<file path="config.mk">
export PLATFORM = sky130hd
export DESIGN_NAME = cpu_control_unit_flat
export DESIGN_NICKNAME = d
export VERILOG_FILES = /design/src/rtl/cpu_pkg.sv /design/src/rtl/cpu_control_unit_if.sv /design/src/rtl/cpu_opcode_decode.sv /design/src/rtl/cpu_control_unit.sv /design/src/flat_wrapper.sv
export SDC_FILE = /design/constraint.sdc
export NUM_CORES = 1
export LEC_CHECK = 0
export BUFFER_PORTS_ARGS = -buffer_cell sky130_fd_sc_hd__buf_2
export CAP_MARGIN = 20
export CORE_MARGIN = 2
export CORE_UTILIZATION = 55
export DETAILED_ROUTE_END_ITERATION = 10
export PLACE_DENSITY = 0.83
export SLEW_MARGIN = 20
export SYNTH_ARGS = -nofsm -noshare
export SYNTH_HDL_FRONTEND = slang
export SYNTH_SLANG_ARGS = --single-unit
export TNS_END_PERCENT = 20
</file>
<file path="constraint.sdc">
create_clock -name clk -period 4.8 [get_ports clk]
set_input_delay 0.72 -clock clk [delete_from_list [all_inputs] [get_ports clk]]
set_output_delay 0.72 -clock clk [all_outputs]
set_load 0.01 [all_outputs]
</file>
<file path="src/rtl/cpu_pkg.sv">
// cpu_pkg: opcodes, sequencer state encoding and default widths for the accumulator CPU.
// Latency: n/a (declarations only).
// Backpressure: n/a.
package cpu_pkg;

    localparam int ADDR_W_DEF = 8;
    localparam int DATA_W_DEF = 16;

    localparam logic [7:0] OP_STORE  = 8'h01;
    localparam logic [7:0] OP_LOAD   = 8'h02;
    localparam logic [7:0] OP_ADD    = 8'h03;
    localparam logic [7:0] OP_SUB    = 8'h04;
    localparam logic [7:0] OP_JMPGE  = 8'h05;
    localparam logic [7:0] OP_JMP    = 8'h06;
    localparam logic [7:0] OP_HALT   = 8'h07;
    localparam logic [7:0] OP_MPY    = 8'h08;
    localparam logic [7:0] OP_DIV    = 8'h09;
    localparam logic [7:0] OP_AND    = 8'h0A;
    localparam logic [7:0] OP_OR     = 8'h0B;
    localparam logic [7:0] OP_NOTX   = 8'h0C;
    localparam logic [7:0] OP_SHL    = 8'h0D;
    localparam logic [7:0] OP_SHR    = 8'h0E;
    localparam logic [7:0] OP_NOTACC = 8'h0F;

    typedef enum logic [2:0] {
        FETCH,
        DECODE,
        OPERAND,
        EXECUTE,
        STORE,
        JUMP,
        HALT
    } state_t;

endpackage

</file>
<file path="src/rtl/cpu_control_unit_if.sv">
// cpu_control_unit_if: req/ack memory port between the control unit (master) and memory (slave).
// Latency: n/a (wiring only).
// Backpressure: master holds mem_rd/mem_wr and mem_addr until mem_ack is sampled high.
interface cpu_control_unit_if
    import cpu_pkg::*;
#(
    parameter int ADDR_W = ADDR_W_DEF,
    parameter int DATA_W = DATA_W_DEF
);
    logic [ADDR_W-1:0] mem_addr;
    logic              mem_rd;
    logic              mem_wr;
    logic [DATA_W-1:0] mem_wdata;
    logic [DATA_W-1:0] mem_rdata;
    logic              mem_ack;

    modport master (output mem_addr, mem_rd, mem_wr, mem_wdata, input mem_rdata, mem_ack);
    modport slave  (input mem_addr, mem_rd, mem_wr, mem_wdata, output mem_rdata, mem_ack);
endinterface

</file>
<file path="src/rtl/cpu_opcode_decode.sv">
// cpu_opcode_decode: classifies an 8-bit opcode into the sequencer's dispatch controls.
// Latency: combinational.
// Backpressure: none.
module cpu_opcode_decode
    import cpu_pkg::*;
(
    input  logic [7:0] opcode,
    output logic       needs_operand,
    output logic       writes_acc,
    output logic       gate_acc,
    output logic       gate_x,
    output logic       is_store,
    output logic       is_jump,
    output logic       is_halt
);

    // Opcode classes; anything unlisted falls through as a NOP in the sequencer.
    always_comb begin
        needs_operand = ((opcode >= OP_LOAD) && (opcode <= OP_SUB)) ||
                        ((opcode >= OP_MPY)  && (opcode <= OP_NOTX));
        gate_x        = (opcode >= OP_SHL) && (opcode <= OP_NOTACC);
        writes_acc    = needs_operand || gate_x;
        gate_acc      = (opcode == OP_LOAD) || (opcode == OP_NOTX);
        is_store      = (opcode == OP_STORE);
        is_jump       = (opcode == OP_JMPGE) || (opcode == OP_JMP);
        is_halt       = (opcode == OP_HALT);
    end

endmodule

</file>
<file path="src/rtl/cpu_control_unit.sv">
// cpu_control_unit: multi-cycle fetch/decode/execute sequencer feeding the ALU; optional SINGLE_STEP_EN adds a step input.
// Latency (zero-wait memory): NOP 2, register ALU/store/jump 3, operand ALU 4 cycles; +1 per memory wait cycle.
// Backpressure: memory requests and address held until mem_ack; with SINGLE_STEP_EN, fetch waits for a step pulse.
module cpu_control_unit
    import cpu_pkg::*;
#(
    parameter int                ADDR_W   = ADDR_W_DEF,
    parameter int                DATA_W   = DATA_W_DEF,
    parameter logic [ADDR_W-1:0] RESET_PC = '0
) (
    input  logic              clk,
    input  logic              rst,
`ifdef SINGLE_STEP_EN
    input  logic              step,
`endif
    cpu_control_unit_if.master mem,
    input  logic [DATA_W-1:0] acc_num,
    output logic [8:0]        fn,
    output logic              c7,
    output logic              c14,
    output logic [DATA_W-1:0] alu_x,
    output logic              acc_we,
    output logic [ADDR_W-1:0] pc,
    output logic              halted
);

`ifdef SINGLE_STEP_EN
    // Returning to FETCH parks idle until the next step pulse.
    localparam logic FETCH_AUTO = 1'b0;
    logic fetch_go;
    assign fetch_go = step;
`else
    // Returning to FETCH issues the next read straight away.
    localparam logic FETCH_AUTO = 1'b1;
    logic fetch_go;
    assign fetch_go = 1'b1;
`endif

    state_t            state_q, state_d;
    logic [ADDR_W-1:0] pc_q, pc_d;
    logic [DATA_W-1:0] ir_q, ir_d;
    logic [DATA_W-1:0] alu_x_q, alu_x_d;
    logic [ADDR_W-1:0] addr_q, addr_d;
    logic              rd_q, rd_d;
    logic              wr_q, wr_d;
    logic [DATA_W-1:0] wdata_q, wdata_d;
    logic [8:0]        fn_q, fn_d;
    logic              c7_q, c7_d;
    logic              c14_q, c14_d;
    logic              acc_we_q, acc_we_d;
    logic              halted_q, halted_d;

    logic dec_operand, dec_writes, dec_gate_acc, dec_gate_x, dec_store, dec_jump, dec_halt;
    logic [ADDR_W-1:0] ir_addr;

    assign ir_addr = ir_q[ADDR_W-1:0];

    cpu_opcode_decode u_dec (
        .opcode        (ir_q[15:8]),
        .needs_operand (dec_operand),
        .writes_acc    (dec_writes),
        .gate_acc      (dec_gate_acc),
        .gate_x        (dec_gate_x),
        .is_store      (dec_store),
        .is_jump       (dec_jump),
        .is_halt       (dec_halt)
    );

    // Next-state logic; every output is computed one cycle ahead so the registers present it in the target state.
    always_comb begin
        state_d  = state_q;
        pc_d     = pc_q;
        ir_d     = ir_q;
        alu_x_d  = alu_x_q;
        addr_d   = addr_q;
        rd_d     = rd_q;
        wr_d     = wr_q;
        wdata_d  = wdata_q;
        halted_d = halted_q;
        fn_d     = '0;
        c7_d     = 1'b1;
        c14_d    = 1'b1;
        acc_we_d = 1'b0;
        case (state_q)
            FETCH: begin
                if (rd_q) begin
                    if (mem.mem_ack) begin
                        ir_d    = mem.mem_rdata;
                        pc_d    = pc_q + ADDR_W'(1);
                        rd_d    = 1'b0;
                        state_d = DECODE;
                    end
                end else if (fetch_go) begin
                    rd_d   = 1'b1;
                    addr_d = pc_q;
                end
            end
            DECODE: begin
                if (dec_operand) begin
                    rd_d    = 1'b1;
                    addr_d  = ir_addr;
                    state_d = OPERAND;
                end else if (dec_store) begin
                    wr_d    = 1'b1;
                    addr_d  = ir_addr;
                    wdata_d = acc_num;
                    state_d = STORE;
                end else if (dec_jump) begin
                    state_d = JUMP;
                end else if (dec_halt) begin
                    halted_d = 1'b1;
                    state_d  = HALT;
                end else if (dec_writes) begin
                    fn_d     = {1'b0, ir_q[15:8]};
                    c7_d     = dec_gate_acc;
                    c14_d    = dec_gate_x;
                    acc_we_d = 1'b1;
                    state_d  = EXECUTE;
                end else begin
                    rd_d    = FETCH_AUTO;
                    addr_d  = pc_q;
                    state_d = FETCH;
                end
            end
            OPERAND: begin
                if (rd_q && mem.mem_ack) begin
                    alu_x_d  = mem.mem_rdata;
                    rd_d     = 1'b0;
                    fn_d     = {1'b0, ir_q[15:8]};
                    c7_d     = dec_gate_acc;
                    c14_d    = dec_gate_x;
                    acc_we_d = 1'b1;
                    state_d  = EXECUTE;
                end
            end
            EXECUTE: begin
                rd_d    = FETCH_AUTO;
                addr_d  = pc_q;
                state_d = FETCH;
            end
            STORE: begin
                if (wr_q && mem.mem_ack) begin
                    wr_d    = 1'b0;
                    rd_d    = FETCH_AUTO;
                    addr_d  = pc_q;
                    state_d = FETCH;
                end
            end
            JUMP: begin
                // JMPGE falls through on a negative ACC; pc already points past the jump.
                if ((ir_q[15:8] == OP_JMP) || !acc_num[DATA_W-1]) begin
                    pc_d = ir_addr;
                end
                rd_d    = FETCH_AUTO;
                addr_d  = pc_d;
                state_d = FETCH;
            end
            HALT: begin
                state_d = HALT;
            end
            default: begin
                state_d = FETCH;
            end
        endcase
    end

    // State and output registers with synchronous reset; reset also abandons any pending request.
    always_ff @(posedge clk) begin
        if (rst) begin
            state_q  <= FETCH;
            pc_q     <= RESET_PC;
            ir_q     <= '0;
            alu_x_q  <= '0;
            addr_q   <= '0;
            rd_q     <= 1'b0;
            wr_q     <= 1'b0;
            wdata_q  <= '0;
            fn_q     <= '0;
            c7_q     <= 1'b1;
            c14_q    <= 1'b1;
            acc_we_q <= 1'b0;
            halted_q <= 1'b0;
        end else begin
            state_q  <= state_d;
            pc_q     <= pc_d;
            ir_q     <= ir_d;
            alu_x_q  <= alu_x_d;
            addr_q   <= addr_d;
            rd_q     <= rd_d;
            wr_q     <= wr_d;
            wdata_q  <= wdata_d;
            fn_q     <= fn_d;
            c7_q     <= c7_d;
            c14_q    <= c14_d;
            acc_we_q <= acc_we_d;
            halted_q <= halted_d;
        end
    end

    assign mem.mem_addr  = addr_q;
    assign mem.mem_rd    = rd_q;
    assign mem.mem_wr    = wr_q;
    assign mem.mem_wdata = wdata_q;
    assign fn            = fn_q;
    assign c7            = c7_q;
    assign c14           = c14_q;
    assign alu_x         = alu_x_q;
    assign acc_we        = acc_we_q;
    assign pc            = pc_q;
    assign halted        = halted_q;

endmodule

</file>
<file path="src/flat_wrapper.sv">
// flat-port wrapper written by rule: the top's interface ports become plain ports
module cpu_control_unit_flat import cpu_pkg::*;
#(
    parameter int                ADDR_W   = ADDR_W_DEF,
    parameter int                DATA_W   = DATA_W_DEF,
    parameter logic [ADDR_W-1:0] RESET_PC = '0
)
  (clk, rst, acc_num, fn, c7, c14, alu_x, acc_we, pc, halted, mem_mem_addr, mem_mem_rd, mem_mem_wr, mem_mem_wdata, mem_mem_rdata, mem_mem_ack);
  cpu_control_unit_if #(.ADDR_W(ADDR_W), .DATA_W(DATA_W)) mem_i ();
  input  logic clk;
  input  logic rst;
  input  logic [DATA_W-1:0] acc_num;
  output logic [8:0] fn;
  output logic c7;
  output logic c14;
  output logic [DATA_W-1:0] alu_x;
  output logic acc_we;
  output logic [ADDR_W-1:0] pc;
  output logic halted;
  output wire logic [$bits(mem_i.mem_addr)-1:0] mem_mem_addr;
  output wire logic [$bits(mem_i.mem_rd)-1:0] mem_mem_rd;
  output wire logic [$bits(mem_i.mem_wr)-1:0] mem_mem_wr;
  output wire logic [$bits(mem_i.mem_wdata)-1:0] mem_mem_wdata;
  input wire logic [$bits(mem_i.mem_rdata)-1:0] mem_mem_rdata;
  input wire logic [$bits(mem_i.mem_ack)-1:0] mem_mem_ack;
  assign mem_mem_addr = mem_i.mem_addr;
  assign mem_mem_rd = mem_i.mem_rd;
  assign mem_mem_wr = mem_i.mem_wr;
  assign mem_mem_wdata = mem_i.mem_wdata;
  assign mem_i.mem_rdata = mem_mem_rdata;
  assign mem_i.mem_ack = mem_mem_ack;
  cpu_control_unit #(.ADDR_W(ADDR_W), .DATA_W(DATA_W), .RESET_PC(RESET_PC)) u_core (.clk(clk), .rst(rst), .mem(mem_i), .acc_num(acc_num), .fn(fn), .c7(c7), .c14(c14), .alu_x(alu_x), .acc_we(acc_we), .pc(pc), .halted(halted));
endmodule
</file>
==> key figures, run 1 <==
Worst setup path
  – Reg2reg end: u_core.mem.mem_wr
  – Data arrival, critical path: 2.94 ns
  – Crit start category: register
  – CP cell instances: or4_1, or3_1, nor4_4, nor2_1, a311oi_1
  – Delay-heaviest family, CP: simple AND/OR/NAND/NOR gates
  – CP max stage delay: 0.75 ns
  – CP max FO: 17
  – Instance count on the critical path: 5
  – Setup crit start: u_core.ir_q[15]
  – R2R depth: 5
  – R2r setup slk: 2.11 ns
  – Buf/Inv on CP: 0
  – WS Path Type: reg -> reg
  – Slowest cell on crit path: nor4_4
  – Critical path required time: 5.05 ns
  – CP Capture Point: u_core.mem.mem_wr
  – Crit end category: register
  – Reg2reg start: u_core.ir_q[15]

Logic synthesis
  – Post-synthesis async set-or-reset flop share: 0%
  – Top post-synthesis cells by area: dfxtp_1 49%, nand2_1 11%, a21oi_1 7.5%, mux2i_1 2.7%, a21oi_2 2.6%
  – Synth warn: 0
  – Flops & latches, synth: 81
  – Post-synth EDFFs: 0
  – Most used DFF post-synth: dfxtp_1
  – Synth unique cells: 52
  – Largest area contributor in the netlist: dfxtp_1
  – Synthesized Nets: 433
  – Top cell type's share of synthesized area: 48.6%
  – Seq/Total Area, Yosys: 48.6%
  – Mapped Avg Cell Area: 8.41 um2
  – Post-synthesis instance total: 397
  – Post-Syn Area: 3340 um2

Routing
  – Residual DRC: 0
  – DRT iter0 DRCs: 235
  – Drt first pass iters: 5
  – Antenna Nets Post-Route: 0
  – Routed vias: about 3000
  – Final wirelength: around 7800 um
  – Vias per inst: 5.52
  – Final routed wire length divided by cell count: between 10 and 15 um

Hold path
  – HP Start: u_core.mem.mem_wdata[7]
  – Worst min path class: reg -> reg
  – Hold path depth: 2

Die
  – I/O pin total: 98
  – Core area: 5890 um2
  – Starting density of the core: ~57%
  – Die area: 6710 um2
  – Die X-Extent: 81.9 um
  – Std-Cell Rows: 28
  – Die H: about 82 um

Power
  – Pwr Density: 329 nW/um2
  – Max VDD drop: just over 0.2 mV
  – Leak pwr: 1.58 nW

STA
  – Final hold vios: 0
  – Final setup violating endpoints: 0
  – Final Max Slew Viols: 0
  – FMAX: ~0.37 GHz
  – Worst Tran Pin Value: 0.847 ns
  – Slew headroom: 43.1%
  – Period utilisation layout: 55.9%
  – RSZ-0062 raised after global routing: no
  – Setup TNS: 0 ns
  – Fin crit period: 2.69 ns
  – Worst Skew: 0.00785 ns
  – Hold Worst Slack: between 0.4 and 0.5 ns

Clocking
  – Clk_lat worst skew: 0.35 ns
  – Clock Sinks: 81
  – Number of gates resized after CTS: 0
  – H-tree Lvls: 3
  – Max clock buf depth: 2
  – CTS clk-pin slew, worst paths: around 0.08 ns
  – Root buf cell: clkbuf_8
  – CTS tree: yes
  – # Post-CTS Setup Buffers: 0
  – Cts hold-fix bufs: 0
  – TritonCTS Buffers: 9

Place
  – Port-buffer cells: 96
  – Final HPWL DP: ~5300 um
  – GP Congestion: between 0.9 and 1

Global routing
  – Initial antenna violation count: 0
  – Largest net degree at the start of global routing: 40
  – GRT Util Overall: 24.0%
  – GRT Residual Overflow: 0
  – First-pass GRT wire length: between 10000 and 15000 um
  – Vias in the first global route: 2762

Finish
  – Nets: 512
  – Most common cell after layout, fill and taps aside: nand2_1
  – # diodes: 0
  – Proportion of layout cells with a drive suffix above 1: 28.5%
  – Area Growth Syn to Fin: 19.4%
  – Commonest non-fill, non-tap cells in the layout: 99 x nand2_1, 96 x buf_2, 81 x dfxtp_1, 50 x a21oi_1, 23 x nor2_1

Outcome
  – Run status: complete, no violations

Run
  – MaxCap Viol Count: 0
-- routing by layer --
layer  GRT usage, %  share of wire [%]
met5              0                  0
met4           11.2                2.3
met3           4.51                7.3
met2           39.4                 47
met1           30.4                 43
-- synthesized netlist by cell type (all sizes together) (5+ instances only) --
| cell | instances |
|---|---|
| a21oi | 60 |
| o21ai | 5 |
| nor2 | 23 |
| mux2i | 9 |
| and2 | 9 |
| nand3 | 6 |
| dfxtp | 81 |
| o2bb2ai | 8 |
| nand2 | 109 |
| buf | 6 |
| clkbuf | 23 |
-- worst register-to-register path, cell delays in order (launching register included) --
cell and delay (ns):
dfxtp_1 0.32, or4_1 0.65, or3_1 0.52, nor4_4 0.75, nor2_1 0.10, a311oi_1 0.25
-- worst min-delay path by stage --
stage	end	slack, ns
floorplan	u_core.ir_q[14]	0.44
global placement	u_core.mem.mem_wdata[5]	0.43
detailed placement	u_core.mem.mem_wdata[10]	0.44
CTS	u_core.mem.mem_wdata[10]	0.45
global route	u_core.mem.mem_wdata[7]	0.47
finish	u_core.mem.mem_wdata[7]	0.45
-- state kept, by name (all words and copies together) (netlist names) --
register              count
u_core.mem.mem_rd         1
u_core.c14                1
u_core.mem.mem_wdata     16
u_core.ir_q              16
u_core.fn                 8
u_core.alu_x             16
u_core.mem.mem_wr         1
u_core.acc_we             1
u_core.c7                 1
u_core.pc                 8
u_core.mem.mem_addr       8
u_core.halted             1
u_core.state_q            3
-- cells by family (layout without fill, tap and decap cells) --
family | Yosys count | after routing | synth area share, %
flops | 81 | 81 | 48.6
other cells | 1 | 1 | 0.112
simple gates | 176 | 176 | 24.4
fa+ha+maj | 1 | 1 | 0.375
buf+inv | 31 | 114 | 4.68
mux | 9 | 9 | 2.70
compound gates | 97 | 97 | 18.9
xor+xnor | 1 | 1 | 0.262
-- cell type report --
| class | instances | area [um2] |
|---|---|---|
| inverter | 2 | 7.51 |
| fill | 499 | 1900 |
| multi-input combinational | 285 | 1560 |
| sequential | 81 | 1620 |
| clock buffer | 13 | 179 |
| timing repair buffer | 97 | 488 |
| clock inverter | 2 | 35.0 |
| tap | 75 | 93.8 |
-- power by group --
| group | internal, W | switching, W |
|---|---|---|
| logic | 0.0000328 | 0.0000524 |
| clock network | 0.000294 | 0.000232 |
| registers | 0.000683 | 0.0000163 |
-- per-stage QoR --
stage | setup WS [ns] | cells | total power [W] | cell area, um2 | util (%)
6_report | 2.11 | 555 | 0.00131 | 3990 | 67.7
5_1_grt | 1.92 | 555 | 0.00136 | 3990 | 67.7
4_1_cts | 2.11 | 555 | 0.00132 | 3990 | 67.7
3_5_place_dp | 2.07 | 540 | 0.000798 | 3770 | 64.1
3_3_place_gp | 2.20 | 540 | 0.000796 | 3770 | 64.1
2_1_floorplan | 2.39 | 397 | 0.000768 | 3340 | -
Note: power is estimated with default switching activity, not from simulation.
==> run 2: changes to the inputs <==
CORE_UTILIZATION = 51   (was 55)
PLACE_DENSITY = 0.78   (was 0.83)
clock period = 2.55 ns   (was 4.8 ns; I/O delays follow)
==> run 2 against run 1 <==
Net effect:
- clock-buffer cell count shrank 4
- sequential power rose by 87%
- combinational power increased by 110%
- worst setup slack worse by 2.0 ns
- critical path depth is the same
- routed wire length decreased by 0.23%
- non-clock buffer count rose by 11
- sequential share of layout area shrank 0.87 points
- highest routed layer unchanged
- clock power is 94% higher
- die area increased by 7.5%
- critical path type unchanged
- sequential cell count stayed put
==> key figures, run 2 (synthesis results as in run 1) <==
Worst setup path
  – Data arrival, critical path: 2.64 ns (-0.30 ns)
  – R2r setup slk: 0.14 ns (-1.98 ns)
  – Crit start category: register
  – WS Path Type: reg -> reg
  – R2R depth: 5 (unchanged)
  – CP max FO: 16 (-1)
  – Crit end category: register
  – Critical path required time: 2.77 ns (-2.28 ns)

Global routing
  – Initial antenna violation count: 0 (unchanged)
  – Vias in the first global route: 2858 (+3.5%)
  – Largest net degree at the start of global routing: 37 (-7.5%)
  – GRT Residual Overflow: 0 (unchanged)
  – GRT Util Overall: 22.8% (-1.2 points)
  – First-pass GRT wire length: 13300 um (+6.9%)

Routing
  – Vias per inst: 5.31 (-3.8%)
  – Final routed wire length divided by cell count: 13.8 um (-2.7%)
  – Drt first pass iters: 4 (-1)
  – Residual DRC: 0 (unchanged)
  – Routed vias: 3021 (-1.4%)
  – Antenna Nets Post-Route: 0 (unchanged)
  – Final wirelength: 7830 um (-0.23%)
  – DRT iter0 DRCs: 324 (+38%)

Die
  – Die area: 7210 um2 (+7.5%)
  – Starting density of the core: 52.6% (-4.1 points)
  – Std-Cell Rows: 29 (+3.6%)
  – Die H: 84.9 um (+3.7%)
  – Die X-Extent: 84.9 um (+3.7%)
  – I/O pin total: 98 (unchanged)
  – Core area: 6350 um2 (+7.9%)

STA
  – Worst Skew: 0.00946 ns (+0.00160 ns)
  – FMAX: 0.415 GHz (+11%)
  – Setup TNS: 0 ns (unchanged)
  – Period utilisation layout: 94.6% (+39 points)
  – Fin crit period: 2.41 ns (-0.273 ns)
  – Setup WS post-layout: 0.138 ns (-1.98 ns)
  – Slew headroom: 61.4% (+18 points)
  – Final Max Slew Viols: 0 (unchanged)
  – Worst Tran Pin Value: 0.578 ns (-0.268 ns)
  – Final setup violating endpoints: 0 (unchanged)
  – RSZ-0062 raised after global routing: no
  – Final hold vios: 0 (unchanged)

Place
  – GP Congestion: 0.891 (-4.8%)
  – Final HPWL DP: 5550 um (+4.0%)
  – Pre-CTS setup slack: 0.151 ns (-1.92 ns)
  – Port-buffer cells: 96 (unchanged)
  – DP Area: 3860 um2 (+2.3%)

Clocking
  – CTS tree: yes
  – TritonCTS Buffers: 9 (unchanged)
  – CTS clk-pin slew, worst paths: 0.08 ns (about the same)
  – Clock Sinks: 81 (unchanged)
  – # Post-CTS Setup Buffers: 0 (unchanged)
  – Clk_lat worst skew: 0.35 ns (about the same)
  – Cts hold-fix bufs: 0 (unchanged)
  – Max clock buf depth: 2 (unchanged)
  – H-tree Lvls: 3 (unchanged)
  – Root buf cell: clkbuf_8
  – Number of gates resized after CTS: 0 (unchanged)

Outcome
  – Run status: complete, no violations

Finish
  – Proportion of layout cells with a drive suffix above 1: 30.3% (+1.7 points)
  – Commonest non-fill, non-tap cells in the layout: 99 x nand2_1, 96 x buf_2, 81 x dfxtp_1, 50 x a21oi_1, 23 x nor2_1
  – Area Growth Syn to Fin: 22.0%
  – Most common cell after layout, fill and taps aside: nand2_1
  – Nets: 523 (+2.1%)
  – Fin area: 4070 um2 (+2.2%)
  – # diodes: 0 (unchanged)

Hold path
  – Hold path depth: 3 (+1)
  – Worst min path class: in -> reg

Power
  – Switch share: 23.8% (+0.83 points)
  – Part of the power in registers: 52.3% (-1.1 points)
  – Clock share of power: 40.6% (+0.5 points)
  – Cell-internal power: 0.00191 W (+89%)
  – Max VDD drop: 0.412 mV (+100%)
  – Pwr Density: 614 nW/um2 (+87%)
  – Psw: 0.000595 W (+98%)
  – Leak pwr: 1.64 nW (+3.7%)
  – Combinational Power Share: 7.1% (+0.6 points)
  – Total power: 0.00250 W (+91%)

Run
  – MaxCap Viol Count: 0 (unchanged)
run 2: cell types whose count changed in the layout (fill, tap and decap cells not counted):
cell	before	now
buf_4	1	12
clkbuf_8	13	9
inv_6	0	1
clkinv_4	0	1
clkinv_2	1	3
bufinv_16	1	2
run 2: final timing paths:
check	end	from
max	u_core.mem.mem_wdata[0]	u_core.ir_q[15]
min	u_core.mem.mem_wdata[1]	acc_num[1]
max reg2reg	u_core.mem.mem_wdata[0]	u_core.ir_q[15]
min reg2reg	u_core.mem.mem_wdata[1]	u_core.mem.mem_wdata[1]
run 2: layout make-up:
cell class | count | area, um2
Fill cell | 550 | 2280
Sequential cell | 81 | 1620
Multi-Input combinational cell | 285 | 1560
Timing Repair Buffer | 108 | 571
Clock buffer | 9 | 124
Tap cell | 77 | 96.3
Clock inverter | 7 | 92.6
Inverter | 2 | 7.51
run 2: power groups by stage:
stage	clock network, W	registers [W]	logic, W
finish	0.00102	0.00131	0.000177
global route	0.00109	0.00131	0.000200
CTS	0.00103	0.00131	0.000176
detailed placement	0	0.00134	0.000175
global placement	0	0.00134	0.000173
floorplan	0	0.00133	0.000113
run 2: metal layers:
metal	up-vias	track usage, %	wire length [um]	share of wire, %
met1	1364	31.5	3580	46
met5	-	0	0	0
met2	111	33.9	3540	45
met4	0	10.4	142	1.8
met3	12	5.54	568	7.3
li1	1534	-	-	-
run 2: metrics by stage:
stage	hold WS, ns	std cells	utilization [%]
2_1_floorplan	0.439	397	-
3_3_place_gp	0.438	553	60.7
3_5_place_dp	0.441	553	60.7
4_1_cts	0.258	569	64.2
5_1_grt	0.267	569	64.2
6_report	0.268	569	64.2
run 2: critical path, stage by stage, from the launching register on:
cell     delay (ns)
dfxtp_1        0.32
or4_1          0.60
or3_1          0.51
or4_4          0.67
nand2_1        0.12
a21oi_1        0.06
==> run 3: changes to the inputs <==
CORE_UTILIZATION = 46   (was 51)
PLACE_DENSITY = 0.74   (was 0.78)
clock period = 2.2 ns   (was 2.55 ns; I/O delays follow)
==> run 3 against run 2 <==
Net effect:
- final cell count increased by 6.0%
- combinational power is 28% higher
- die area up 10%
- first-iteration DRC count down 48%
- cell area rose by 5.0%
- sequential cell count stayed put
- global-route usage shrank 0.56 points
- fmax is 11% higher
- critical path type unchanged
- critical endpoint is now u_core.mem.mem_addr[7]
- highest routed layer unchanged
==> key figures, run 3 (synthesis results as in run 1) <==
Die
  – Core area: 7140 um2 (+12%)
  – Starting density of the core: 46.8% (-5.8 points)
  – Die area: 7960 um2 (+10%)
  – I/O pin total: 98 (unchanged)
  – Std-Cell Rows: 31 (+6.9%)
  – Die H: 89.2 um (+5.0%)
  – Die X-Extent: 89.2 um (+5.0%)

STA
  – Final hold vios: 0 (unchanged)
  – Slew headroom: 62.6% (+1.2 points)
  – RSZ-0062 raised after global routing: yes
  – FMAX: 0.459 GHz (+11%)
  – Setup TNS: 0 ns (unchanged)
  – Worst Skew: 0.00957 ns (+0.000112 ns)
  – Final Max Slew Viols: 0 (unchanged)
  – Fin crit period: 2.18 ns (-0.232 ns)
  – Period utilisation layout: 99.1% (+4.5 points)
  – Worst Tran Pin Value: 0.558 ns (-0.0198 ns)
  – Final setup violating endpoints: 0 (unchanged)

Power
  – Clock share of power: 41.3% (+0.7 points)
  – Cell-internal power: 0.00229 W (+20%)
  – Switch share: 23.1% (-0.64 points)
  – Part of the power in registers: 51.1% (-1.2 points)
  – Max VDD drop: 0.397 mV (-3.6%)
  – Leak pwr: 1.73 nW (+5.1%)
  – Total power: 0.00297 W (+19%)
  – Pwr Density: 695 nW/um2 (+13%)
  – Combinational Power Share: 7.6% (+0.5 points)
  – Psw: 0.000688 W (+16%)

Hold path
  – Hold Path End: u_core.mem.mem_wdata[4]
  – Worst min path class: in -> reg
  – HP Start: acc_num[4]
  – Hold path depth: 3 (unchanged)

Global routing
  – GRT Util Overall: 22.3% (-0.56 points)
  – First-pass GRT wire length: 13600 um (+2.4%)
  – Vias in the first global route: 2951 (+3.3%)
  – Initial antenna violation count: 0 (unchanged)
  – GRT Residual Overflow: 0 (unchanged)
  – Largest net degree at the start of global routing: 50 (+35%)

Worst setup path
  – Crit end category: register
  – Delay-heaviest family, CP: compound AO/OA/AOI/OAI gates
  – Critical path required time: 2.44 ns (-0.33 ns)
  – CP max FO: 8 (-8)
  – Slowest cell on crit path: or4_4
  – CP cell instances: or4_4, buf_4, o41a_1, o22ai_2, buf_12, mux2i_1, o2bb2ai_1
  – Reg2reg end: u_core.mem.mem_addr[7]
  – Data arrival, critical path: 2.42 ns (-0.22 ns)
  – R2R depth: 7 (+2)
  – CP max stage delay: 0.53 ns (-0.14 ns)
  – Crit start category: register
  – WS Path Type: reg -> reg
  – R2r setup slk: 0.02 ns (-0.12 ns)
  – Instance count on the critical path: 7 (+2)
  – Reg2reg start: u_core.ir_q[15]
  – Buf/Inv on CP: 2 (+2)

Routing
  – Antenna Nets Post-Route: 0 (unchanged)
  – Vias per inst: 5.20 (-2.1%)
  – Routed vias: 3134 (+3.7%)
  – Drt first pass iters: 4 (unchanged)
  – DRT iter0 DRCs: 170 (-48%)
  – Residual DRC: 0 (unchanged)
  – Final wirelength: 8260 um (+5.5%)
  – Final routed wire length divided by cell count: 13.7 um (-0.43%)

Clocking
  – CTS clk-pin slew, worst paths: 0.08 ns (about the same)
  – Cts hold-fix bufs: 0 (unchanged)
  – H-tree Lvls: 3 (unchanged)
  – TritonCTS Buffers: 9 (unchanged)
  – CTS tree: yes
  – Max clock buf depth: 2 (unchanged)
  – Root buf cell: clkbuf_8
  – Clk_lat worst skew: 0.36 ns (about the same)
  – Clock Sinks: 81 (unchanged)

Finish
  – # diodes: 0 (unchanged)
  – Most common cell after layout, fill and taps aside: nand2_1
  – Nets: 535 (+2.3%)
  – Area Growth Syn to Fin: 28.1%
  – Proportion of layout cells with a drive suffix above 1: 32.7% (+2.5 points)
  – Commonest non-fill, non-tap cells in the layout: 99 x nand2_1, 96 x buf_2, 79 x dfxtp_1, 50 x a21oi_1, 23 x nor2_1
  – Non-filler cells, final: 603 (+6.0%)

Place
  – Final HPWL DP: 5890 um (+6.2%)
  – GP Congestion: 0.899 (+0.85%)
  – Cells after DPL: 586 (+6.0%)
  – Port-buffer cells: 96 (unchanged)

Outcome
  – Run status: complete, no violations

Run
  – MaxCap Viol Count: 0 (unchanged)
-- run 3: cell count changes in the layout (fill, tap and decap cells not counted), moves of 2 or more --
cell / delta
buf_4: +8
buf_12: +3
clkbuf_8: +2
dfxtp_1: -2
dfxtp_2: +2
-- run 3: final cells by class --
type / count / area (um2)
Clock buffer: 11 / 151
Timing Repair Buffer: 120 / 723
Fill cell: 664 / 2860
Sequential cell: 81 / 1620
Multi-Input combinational cell: 285 / 1570
Inverter: 2 / 7.51
Clock inverter: 5 / 77.6
Tap cell: 99 / 124
-- run 3: per-stage QoR --
stage	worst slack [ns]	hold slack (ns)	cell area (um2)	utilization, %
6_report	0.0207	0.212	4280	59.9
4_1_cts	0.0118	0.199	4280	59.9
2_1_floorplan	-0.213	0.439	3340	-
5_1_grt	-0.0728	0.212	4280	59.9
3_3_place_gp	0.00148	0.437	4010	56.1
3_5_place_dp	-0.0179	0.444	4010	56.1
-- run 3: worst max-delay path by stage --
stage                    start                        to  slack, ns
2_1_floorplan  u_core.ir_q[15]  u_core.mem.mem_wdata[10]      -0.21
3_3_place_gp   u_core.ir_q[12]    u_core.mem.mem_addr[2]      0.001
3_5_place_dp   u_core.ir_q[12]    u_core.mem.mem_addr[2]      -0.02
4_1_cts        u_core.ir_q[12]    u_core.mem.mem_addr[7]       0.01
5_1_grt        u_core.ir_q[15]    u_core.mem.mem_addr[7]      -0.07
6_report       u_core.ir_q[15]    u_core.mem.mem_addr[7]       0.02
-- run 3: routing by layer --
layer	track usage, %	share of wire (%)	vias to the layer above
met1	28.8	45	1463
met5	0	0	-
met2	35.8	47	92
met4	9.91	2.4	0
li1	-	-	1560
met3	4.80	5.3	19
-- run 3: power by group through the flow --
stage                     registers (W)  clock network [W]  logic [W]
final                           0.00152            0.00123   0.000227
after global routing            0.00152            0.00131   0.000255
after CTS                       0.00152            0.00124   0.000227
after detailed placement        0.00155                  0   0.000223
after global placement          0.00155                  0   0.000219
after floorplan                 0.00154                  0   0.000131
-- run 3: tightest hold or removal path, cell delays in order --
cell and delay [ns]:
buf_2 0.09, nand2_1 0.04, a21oi_1 0.05
-- run 3: timing repair --
action                     4_1_cts  5_1_grt
setup endpoints to repair       24       27
buffers inserted                 1        0
cloned                           1        0
pin swaps                        4       14
resized for setup                3        1
